<file path="config.mk">
export PLATFORM = sky130hd
export DESIGN_NAME = reg_writeback_ctrl_flat
export DESIGN_NICKNAME = d
export VERILOG_FILES = /design/src/rtl/reg_writeback_ctrl_pkg.sv /design/src/rtl/reg_writeback_ctrl_if.sv /design/src/rtl/reg_writeback_ctrl_fifo.sv /design/src/rtl/reg_writeback_ctrl.sv /design/src/flat_wrapper.sv
export SDC_FILE = /design/constraint.sdc
export NUM_CORES = 1
export LEC_CHECK = 0
export BUFFER_PORTS_ARGS = -buffer_cell sky130_fd_sc_hd__buf_4
export CAP_MARGIN = 20
export CORE_ASPECT_RATIO = 1.5
export CORE_MARGIN = 1
export CORE_UTILIZATION = 52
export CTS_CLUSTER_DIAMETER = 200
export DETAILED_ROUTE_END_ITERATION = 16
export PLACE_DENSITY = 0.72
export SETUP_SLACK_MARGIN = 0.15
export SLEW_MARGIN = 25
export SYNTH_ARGS = -nofsm -noshare
export SYNTH_HDL_FRONTEND = slang
export SYNTH_SLANG_ARGS = --single-unit
</file>
<file path="constraint.sdc">
create_clock -name clk -period 5.7 [get_ports clk]
set_clock_uncertainty 0.15 [all_clocks]
set_input_delay 0.285 -clock clk [delete_from_list [all_inputs] [get_ports clk]]
set_output_delay 0.285 -clock clk [all_outputs]
set_load 0.1 [all_outputs]
</file>
<file path="src/rtl/reg_writeback_ctrl_pkg.sv">
// Shared types and constants for the register write-back controller.
// Contents: default data/address widths, the buffered write entry type and
// the architectural zero register index.
// Optional feature macro used by the block: REG_WB_FORWARD_EN.
package reg_wb_pkg;

    localparam int unsigned WB_DATA_W = 32;
    localparam int unsigned WB_ADDR_W = 5;

    // One pending register file write.
    typedef struct packed {
        logic [WB_ADDR_W-1:0] rd;
        logic [WB_DATA_W-1:0] data;
    } wb_entry_t;

    localparam logic [WB_ADDR_W-1:0] REG_ZERO = '0;

endpackage

</file>
<file path="src/rtl/reg_writeback_ctrl_if.sv">
// Bus bundle of the write-back controller.
// Signals: ALU and load result channels (valid/ready/rd/data), the registered
// register file write port (wb_en/wb_addr/wb_data), the decode scoreboard
// query (rs1/rs2 -> busy_rs1/busy_rs2) and FIFO occupancy (pending_count).
// With REG_WB_FORWARD_EN defined, youngest-value forwarding outputs are added.
// master: the surrounding pipeline; slave: reg_writeback_ctrl.
interface reg_wb_if
    import reg_wb_pkg::*;
#(
    parameter int unsigned DATA_W     = WB_DATA_W,
    parameter int unsigned ADDR_W     = WB_ADDR_W,
    parameter int unsigned FIFO_DEPTH = 4
);
    localparam int unsigned CNT_W = $clog2(FIFO_DEPTH) + 1;

    logic              alu_valid;
    logic              alu_ready;
    logic [ADDR_W-1:0] alu_rd;
    logic [DATA_W-1:0] alu_data;
    logic              mem_valid;
    logic              mem_ready;
    logic [ADDR_W-1:0] mem_rd;
    logic [DATA_W-1:0] mem_data;
    logic              wb_en;
    logic [ADDR_W-1:0] wb_addr;
    logic [DATA_W-1:0] wb_data;
    logic [ADDR_W-1:0] rs1;
    logic [ADDR_W-1:0] rs2;
    logic              busy_rs1;
    logic              busy_rs2;
    logic [CNT_W-1:0]  pending_count;
`ifdef REG_WB_FORWARD_EN
    logic              fwd_rs1_valid;
    logic [DATA_W-1:0] fwd_rs1_data;
    logic              fwd_rs2_valid;
    logic [DATA_W-1:0] fwd_rs2_data;
`endif

    modport master (
        output alu_valid, alu_rd, alu_data, mem_valid, mem_rd, mem_data, rs1, rs2,
`ifdef REG_WB_FORWARD_EN
        input  fwd_rs1_valid, fwd_rs1_data, fwd_rs2_valid, fwd_rs2_data,
`endif
        input  alu_ready, mem_ready, wb_en, wb_addr, wb_data,
               busy_rs1, busy_rs2, pending_count
    );

    modport slave (
        input  alu_valid, alu_rd, alu_data, mem_valid, mem_rd, mem_data, rs1, rs2,
`ifdef REG_WB_FORWARD_EN
        output fwd_rs1_valid, fwd_rs1_data, fwd_rs2_valid, fwd_rs2_data,
`endif
        output alu_ready, mem_ready, wb_en, wb_addr, wb_data,
               busy_rs1, busy_rs2, pending_count
    );

endinterface

</file>
<file path="src/rtl/reg_writeback_ctrl_fifo.sv">
// wb_fifo: in-order buffer of pending writes, up to two pushes and one pop
// per cycle. Push slot a is always enqueued ahead of slot b; slot b is only
// used together with slot a.
// Ports: clk, rst_n, push_a_i/ent_a_i, push_b_i/ent_b_i, pop_i, head_o,
// count_o (occupancy), ord_valid_o/ord_rd_o (entries in age order, index 0
// oldest) and, with REG_WB_FORWARD_EN, ord_data_o.
module wb_fifo
    import reg_wb_pkg::*;
#(
    parameter int unsigned DEPTH = 4
) (
    input  logic                 clk,
    input  logic                 rst_n,
    input  logic                 push_a_i,
    input  wb_entry_t            ent_a_i,
    input  logic                 push_b_i,
    input  wb_entry_t            ent_b_i,
    input  logic                 pop_i,
    output wb_entry_t            head_o,
    output logic [$clog2(DEPTH):0] count_o,
    output logic                 ord_valid_o [DEPTH],
`ifdef REG_WB_FORWARD_EN
    output logic [WB_DATA_W-1:0] ord_data_o [DEPTH],
`endif
    output logic [WB_ADDR_W-1:0] ord_rd_o [DEPTH]
);
    localparam int unsigned PW = $clog2(DEPTH);
    localparam int unsigned CW = PW + 1;

    wb_entry_t       mem_q [DEPTH];
    logic [PW-1:0]   wr_ptr_q;
    logic [PW-1:0]   rd_ptr_q;
    logic [CW-1:0]   count_q;

    // Storage; pointers wrap naturally since DEPTH is a power of two.
    always_ff @(posedge clk) begin
        if (push_a_i) mem_q[wr_ptr_q] <= ent_a_i;
        if (push_b_i) mem_q[wr_ptr_q + PW'(1)] <= ent_b_i;
    end

    // Pointers and occupancy; full/empty come from count_q only.
    always_ff @(posedge clk or negedge rst_n) begin
        if (!rst_n) begin
            wr_ptr_q <= '0;
            rd_ptr_q <= '0;
            count_q  <= '0;
        end else begin
            wr_ptr_q <= wr_ptr_q + PW'(push_a_i) + PW'(push_b_i);
            rd_ptr_q <= rd_ptr_q + PW'(pop_i);
            count_q  <= count_q + CW'(push_a_i) + CW'(push_b_i) - CW'(pop_i);
        end
    end

    assign head_o  = mem_q[rd_ptr_q];
    assign count_o = count_q;

    // Age-ordered view for the scoreboard compare.
    always_comb begin
        for (int i = 0; i < DEPTH; i++) begin
            ord_valid_o[i] = CW'(i) < count_q;
            ord_rd_o[i]    = mem_q[rd_ptr_q + PW'(i)].rd;
`ifdef REG_WB_FORWARD_EN
            ord_data_o[i]  = mem_q[rd_ptr_q + PW'(i)].data;
`endif
        end
    end

endmodule

</file>
<file path="src/rtl/reg_writeback_ctrl.sv">
// reg_writeback_ctrl: collects ALU and load results, buffers them in order
// and issues one registered register file write per cycle, with a pending
// write scoreboard for decode.
// Ports: clk, rst_n (async, active low), bus (reg_wb_if.slave).
// Optional: REG_WB_FORWARD_EN adds youngest-pending-value forwarding.
module reg_writeback_ctrl
    import reg_wb_pkg::*;
#(
    parameter int unsigned DATA_W     = WB_DATA_W,
    parameter int unsigned ADDR_W     = WB_ADDR_W,
    parameter int unsigned FIFO_DEPTH = 4
) (
    input  logic     clk,
    input  logic     rst_n,
    reg_wb_if.slave  bus
);
    localparam int unsigned CNT_W = $clog2(FIFO_DEPTH) + 1;

    logic [CNT_W-1:0]     count;
    logic [CNT_W-1:0]     free_c;
    logic                 mem_ready_c, alu_ready_c;
    logic                 mem_take, alu_take;
    wb_entry_t            mem_e, alu_e, first_e, head, fifo_a, fifo_b;
    logic                 push_a, push_b, pop;
    logic                 ord_valid [FIFO_DEPTH];
    logic [WB_ADDR_W-1:0] ord_rd    [FIFO_DEPTH];
    logic                 wb_en_q, wb_en_d;
    logic [ADDR_W-1:0]    wb_addr_q, wb_addr_d;
    logic [DATA_W-1:0]    wb_data_q, wb_data_d;
    logic                 busy1_c, busy2_c;

    // Readiness uses start-of-cycle occupancy, so the entry drained this
    // cycle still counts as occupied; it never looks at alu_valid.
    assign free_c      = CNT_W'(FIFO_DEPTH) - count;
    assign mem_ready_c = free_c != '0;
    assign alu_ready_c = (free_c >= CNT_W'(2)) || ((free_c == CNT_W'(1)) && !bus.mem_valid);

    // x0 writes complete the handshake but are dropped.
    assign mem_take = bus.mem_valid && mem_ready_c && (bus.mem_rd != ADDR_W'(REG_ZERO));
    assign alu_take = bus.alu_valid && alu_ready_c && (bus.alu_rd != ADDR_W'(REG_ZERO));

    assign mem_e.rd   = WB_ADDR_W'(bus.mem_rd);
    assign mem_e.data = WB_DATA_W'(bus.mem_data);
    assign alu_e.rd   = WB_ADDR_W'(bus.alu_rd);
    assign alu_e.data = WB_DATA_W'(bus.alu_data);
    assign first_e    = mem_take ? mem_e : alu_e;

    // Drain selection: FIFO head when non-empty, otherwise the oldest
    // incoming result bypasses straight into the write stage.
    always_comb begin
        fifo_a    = first_e;
        fifo_b    = alu_e;
        push_a    = 1'b0;
        push_b    = 1'b0;
        pop       = 1'b0;
        wb_en_d   = 1'b0;
        wb_addr_d = wb_addr_q;
        wb_data_d = wb_data_q;
        if (count != '0) begin
            pop       = 1'b1;
            wb_en_d   = 1'b1;
            wb_addr_d = ADDR_W'(head.rd);
            wb_data_d = DATA_W'(head.data);
            push_a    = mem_take || alu_take;
            push_b    = mem_take && alu_take;
        end else if (mem_take || alu_take) begin
            wb_en_d   = 1'b1;
            wb_addr_d = ADDR_W'(first_e.rd);
            wb_data_d = DATA_W'(first_e.data);
            fifo_a    = alu_e;
            push_a    = mem_take && alu_take;
        end
    end

    // Registered write port.
    always_ff @(posedge clk or negedge rst_n) begin
        if (!rst_n) begin
            wb_en_q   <= 1'b0;
            wb_addr_q <= '0;
            wb_data_q <= '0;
        end else begin
            wb_en_q   <= wb_en_d;
            wb_addr_q <= wb_addr_d;
            wb_data_q <= wb_data_d;
        end
    end

`ifdef REG_WB_FORWARD_EN
    logic [WB_DATA_W-1:0] ord_data [FIFO_DEPTH];
`endif

    wb_fifo #(
        .DEPTH (FIFO_DEPTH)
    ) u_fifo (
        .clk         (clk),
        .rst_n       (rst_n),
        .push_a_i    (push_a),
        .ent_a_i     (fifo_a),
        .push_b_i    (push_b),
        .ent_b_i     (fifo_b),
        .pop_i       (pop),
        .head_o      (head),
        .count_o     (count),
        .ord_valid_o (ord_valid),
`ifdef REG_WB_FORWARD_EN
        .ord_data_o  (ord_data),
`endif
        .ord_rd_o    (ord_rd)
    );

    // Scoreboard: any buffered entry or the write in flight this cycle.
    always_comb begin
        busy1_c = wb_en_q && (wb_addr_q == bus.rs1);
        busy2_c = wb_en_q && (wb_addr_q == bus.rs2);
        for (int i = 0; i < FIFO_DEPTH; i++) begin
            if (ord_valid[i] && (ord_rd[i] == WB_ADDR_W'(bus.rs1))) busy1_c = 1'b1;
            if (ord_valid[i] && (ord_rd[i] == WB_ADDR_W'(bus.rs2))) busy2_c = 1'b1;
        end
        if (bus.rs1 == ADDR_W'(REG_ZERO)) busy1_c = 1'b0;
        if (bus.rs2 == ADDR_W'(REG_ZERO)) busy2_c = 1'b0;
    end

`ifdef REG_WB_FORWARD_EN
    logic [DATA_W-1:0] fwd1_data_c, fwd2_data_c;

    // Youngest match wins: start at the write stage, let younger FIFO
    // entries (higher age index) override.
    always_comb begin
        fwd1_data_c = wb_data_q;
        fwd2_data_c = wb_data_q;
        for (int i = 0; i < FIFO_DEPTH; i++) begin
            if (ord_valid[i] && (ord_rd[i] == WB_ADDR_W'(bus.rs1))) fwd1_data_c = DATA_W'(ord_data[i]);
            if (ord_valid[i] && (ord_rd[i] == WB_ADDR_W'(bus.rs2))) fwd2_data_c = DATA_W'(ord_data[i]);
        end
    end

    assign bus.fwd_rs1_valid = busy1_c;
    assign bus.fwd_rs2_valid = busy2_c;
    assign bus.fwd_rs1_data  = busy1_c ? fwd1_data_c : '0;
    assign bus.fwd_rs2_data  = busy2_c ? fwd2_data_c : '0;
`endif

    assign bus.mem_ready     = mem_ready_c;
    assign bus.alu_ready     = alu_ready_c;
    assign bus.wb_en         = wb_en_q;
    assign bus.wb_addr       = wb_addr_q;
    assign bus.wb_data       = wb_data_q;
    assign bus.busy_rs1      = busy1_c;
    assign bus.busy_rs2      = busy2_c;
    assign bus.pending_count = count;

endmodule

</file>
<file path="src/flat_wrapper.sv">
// flat-port wrapper written by rule: the top's interface ports become plain ports
module reg_writeback_ctrl_flat import reg_wb_pkg::*;
#(
    parameter int unsigned DATA_W     = WB_DATA_W,
    parameter int unsigned ADDR_W     = WB_ADDR_W,
    parameter int unsigned FIFO_DEPTH = 4
)
  (clk, rst_n, bus_alu_valid, bus_alu_rd, bus_alu_data, bus_mem_valid, bus_mem_rd, bus_mem_data, bus_rs1, bus_rs2, bus_alu_ready, bus_mem_ready, bus_wb_en, bus_wb_addr, bus_wb_data, bus_busy_rs1, bus_busy_rs2, bus_pending_count);
  reg_wb_if #(.DATA_W(DATA_W), .ADDR_W(ADDR_W), .FIFO_DEPTH(FIFO_DEPTH)) bus_i ();
  input  logic clk;
  input  logic rst_n;
  input wire logic [$bits(bus_i.alu_valid)-1:0] bus_alu_valid;
  input wire logic [$bits(bus_i.alu_rd)-1:0] bus_alu_rd;
  input wire logic [$bits(bus_i.alu_data)-1:0] bus_alu_data;
  input wire logic [$bits(bus_i.mem_valid)-1:0] bus_mem_valid;
  input wire logic [$bits(bus_i.mem_rd)-1:0] bus_mem_rd;
  input wire logic [$bits(bus_i.mem_data)-1:0] bus_mem_data;
  input wire logic [$bits(bus_i.rs1)-1:0] bus_rs1;
  input wire logic [$bits(bus_i.rs2)-1:0] bus_rs2;
  output wire logic [$bits(bus_i.alu_ready)-1:0] bus_alu_ready;
  output wire logic [$bits(bus_i.mem_ready)-1:0] bus_mem_ready;
  output wire logic [$bits(bus_i.wb_en)-1:0] bus_wb_en;
  output wire logic [$bits(bus_i.wb_addr)-1:0] bus_wb_addr;
  output wire logic [$bits(bus_i.wb_data)-1:0] bus_wb_data;
  output wire logic [$bits(bus_i.busy_rs1)-1:0] bus_busy_rs1;
  output wire logic [$bits(bus_i.busy_rs2)-1:0] bus_busy_rs2;
  output wire logic [$bits(bus_i.pending_count)-1:0] bus_pending_count;
  assign bus_i.alu_valid = bus_alu_valid;
  assign bus_i.alu_rd = bus_alu_rd;
  assign bus_i.alu_data = bus_alu_data;
  assign bus_i.mem_valid = bus_mem_valid;
  assign bus_i.mem_rd = bus_mem_rd;
  assign bus_i.mem_data = bus_mem_data;
  assign bus_i.rs1 = bus_rs1;
  assign bus_i.rs2 = bus_rs2;
  assign bus_alu_ready = bus_i.alu_ready;
  assign bus_mem_ready = bus_i.mem_ready;
  assign bus_wb_en = bus_i.wb_en;
  assign bus_wb_addr = bus_i.wb_addr;
  assign bus_wb_data = bus_i.wb_data;
  assign bus_busy_rs1 = bus_i.busy_rs1;
  assign bus_busy_rs2 = bus_i.busy_rs2;
  assign bus_pending_count = bus_i.pending_count;
  reg_writeback_ctrl #(.DATA_W(DATA_W), .ADDR_W(ADDR_W), .FIFO_DEPTH(FIFO_DEPTH)) u_core (.clk(clk), .rst_n(rst_n), .bus(bus_i));
endmodule
</file>
==> metrics.txt <==
Critical Path RT=5.27 ns; top_reg_cell synth=edfxtp_1; Sum Neg Setup Slack=0 ns; Final min period=4.14 ns; Hold Path Class=input port to flip-flop; worst skew pair latency=0.45 ns; core box area=0.0219 mm2; Routed Antenna Nets=0; period utilisation layout=72.7%; GRT Residual Overflow=0; Final setup viols=0; Unique masters post-synth=52; antenna violations before repair=0; Post-CTS Resized=0; die area=0.0231 mm2; row count=66; Non-Filler Instances=1212; Final Max Tran Viols=0; Total GRT Usage=24.2%; share of layout cells above drive strength 1=40.3%; CTS root buffer=clkbuf_16; DP Cell Count=1178; via count=7210; max_slew headroom=35.2%; max frequency=0.241 GHz; drt pass-1 iters=5; Synth async-reset ratio=23.3%; drt via density=5.95; beginning of the worst register-to-register path=u_core.u_fifo.count_o[0]$_DFF_PN0_; max-cap violation count=0; critical path startpoint=u_core.u_fifo.rd_ptr_q[1]$_DFF_PN0_; pin count of the biggest net entering global routing=76; status=finished, final reports clean; first-pass GRT wire length=42.1 mm; Netlist Area Pre-Place=0.0117 mm2; Starting Density=53.5%; DR WL/cell=22.2 um; area grow syn2layout=13.3%; vias in the first global route=7374; Worst Setup End Kind=output port; Final HPWL DP=17.3 mm; clock buffer depth=2; RSZ-0062 raised after global routing=false; clock-pin slew of the registers on the worst-case setup and hold paths=0.07 ns; Least-Margin Pin Slew=0.970 ns; sequential fraction of the synthesis area=47.6%; Hold Slack=0.0241 ns; crit path DAT=3.71 ns; Syn Area/Cell=14.3 um2; Die Width=124 um; DRC=0; fin util=60.6%; flops & latches, synth=193; synthesis warning total=0; H-tree lvl count=4; I/O pin count=133; TritonCTS Buffers=17; drt total wl=26.9 mm; Setup Fix Bufs, Post-CTS=0; final hold violation count=0; CTS sink cnt=193; Synth Instances=820; RePlAce Congestion=1.00; ANT cells=0; Port Buffers=132; TritonCTS clock tree=yes; DRT iter0 DRCs=447; EDFF count, synth=148; Syn Nets=919; hold_buf cts=1; critical path launch point type=flip-flop; Die H=186 um; hold wc startpoint=bus_mem_data[19]; path type of the worst setup path=flip-flop to output port; critical path peak fanout=25; Nets=1026; Fill cells=1727
routing by layer:
layer | vias to the layer above | wire length, um | GRT usage (%)
li1 | 3305 | - | -
met1 | 3639 | 11100 | 28.9
met2 | 214 | 14100 | 43.3
met3 | 52 | 1030 | 3.68
met4 | 0 | 775 | 10.4
met5 | - | 0 | 0
registers in the layout, indices dropped and copies added (netlist names):
| signal | flops |
|---|---|
| u_core.bus.wb_data | 32 |
| u_core.u_fifo.rd_ptr_q | 2 |
| u_core.u_fifo.wr_ptr_q | 2 |
| u_core.bus.wb_en | 1 |
| u_core.u_fifo.count_o | 3 |
| u_core.u_fifo.mem_q | 148 |
| u_core.bus.wb_addr | 5 |
layout by cell type (no fill, tap or decap), types with 6 or more instances in the layout:
cell type  Yosys  routed
o21ai_4        5       6
xor2_1        27      27
buf_4          6     144
mux2_4       120     120
nor2_1         7       7
nand2_1       94      94
o21ai_0       37      37
nand4_1        6       6
nor4_1         6       6
nand3_1        7       7
ha_1           8       8
clkbuf_16      0      17
inv_1          9       8
mux2_2        25      25
mux4_2        45      45
mux2i_1       52      52
xnor2_1       29      29
edfxtp_1     148     148
dfrtp_1       45      43
o21ai_1       35      35
critical path, stage by stage (launching register included):
cell and delay, ns:
dfrtp_2 0.80, buf_4 0.47, mux2i_1 0.41, xor2_1 0.23
a22oi_1 0.12, or4_1 0.53, o2111ai_1 0.11, a2bb2oi_1 0.24
buf_4 0.33
cells in the mapped netlist, drive strengths merged, types with 3 or more instances:
cell type  count  area [um2]
edfxtp       148        4440
o22ai          3        18.8
nor4           6        37.5
ha             8         100
nand4          6        37.5
mux4          45        1010
or4            4        30.0
fa             3        60.1
nand2b         3        18.8
o21ai         79         459
mux2         147        2110
xnor2         29         254
o211ai         4        30.0
inv           10        37.5
clkbuf        24        90.1
buf           34         393
xor2          27         236
nand2         94         353
nor3           3        15.0
a21oi          5        28.8
mux2i         52         521
dfrtp         45        1130
nor2b          4        25.0
nand3          7        35.0
nor2           8        46.3
kinds of logic after synthesis:
logic type                 after synthesis  synth area share [%]
muxes                                  244                  31.1
AOI/OAI and AO/OA                      104                  5.50
xor gates and xnor gates                56                  4.19
adders and majority gates               11                  1.37
DFF                                    193                  47.6
and+or+nand+nor                        144                  5.76
buffers and inverters                   68                  4.45
stage by stage:
stage	area (um2)	setup WS (ns)
CTS	13200	1.57
detailed placement	12700	1.99
finish	13300	1.56
floorplan	11700	0.580
global route	13300	1.43
global placement	12700	2.06
area by class of cell:
class | instances | area (um2) | share of cell area, %
Tap cell | 272 | 340 | 2.57
Clock buffer | 21 | 440 | 3.32
Multi-Input combinational cell | 559 | 5660 | 42.7
Clock inverter | 11 | 88.8 | 0.670
Sequential cell | 193 | 5580 | 42.0
Timing Repair Buffer | 146 | 1120 | 8.44
Inverter | 10 | 37.5 | 0.283
path summary, 6_finish.rpt:
kind,slack [ns],cells after the start,endpoint
max,1.56,8,bus_busy_rs1
min,0.02,2,u_core.u_fifo.mem_q[0][19]$_DFFE_PP_
max reg2reg,2.02,10,u_core.u_fifo.mem_q[1][24]$_DFFE_PP_
min reg2reg,0.43,2,u_core.bus.wb_data[7]$_DFFE_PN0P_
max in group asynchronous,4.59,2,u_core.u_fifo.rd_ptr_q[0]$_DFF_PN0_
min in group asynchronous,0.29,2,u_core.bus.wb_data[5]$_DFFE_PN0P_
Power is left out: the tool's default activity adds up to more than one toggle a clock period on the data nets, which glitch-free logic cannot reach.
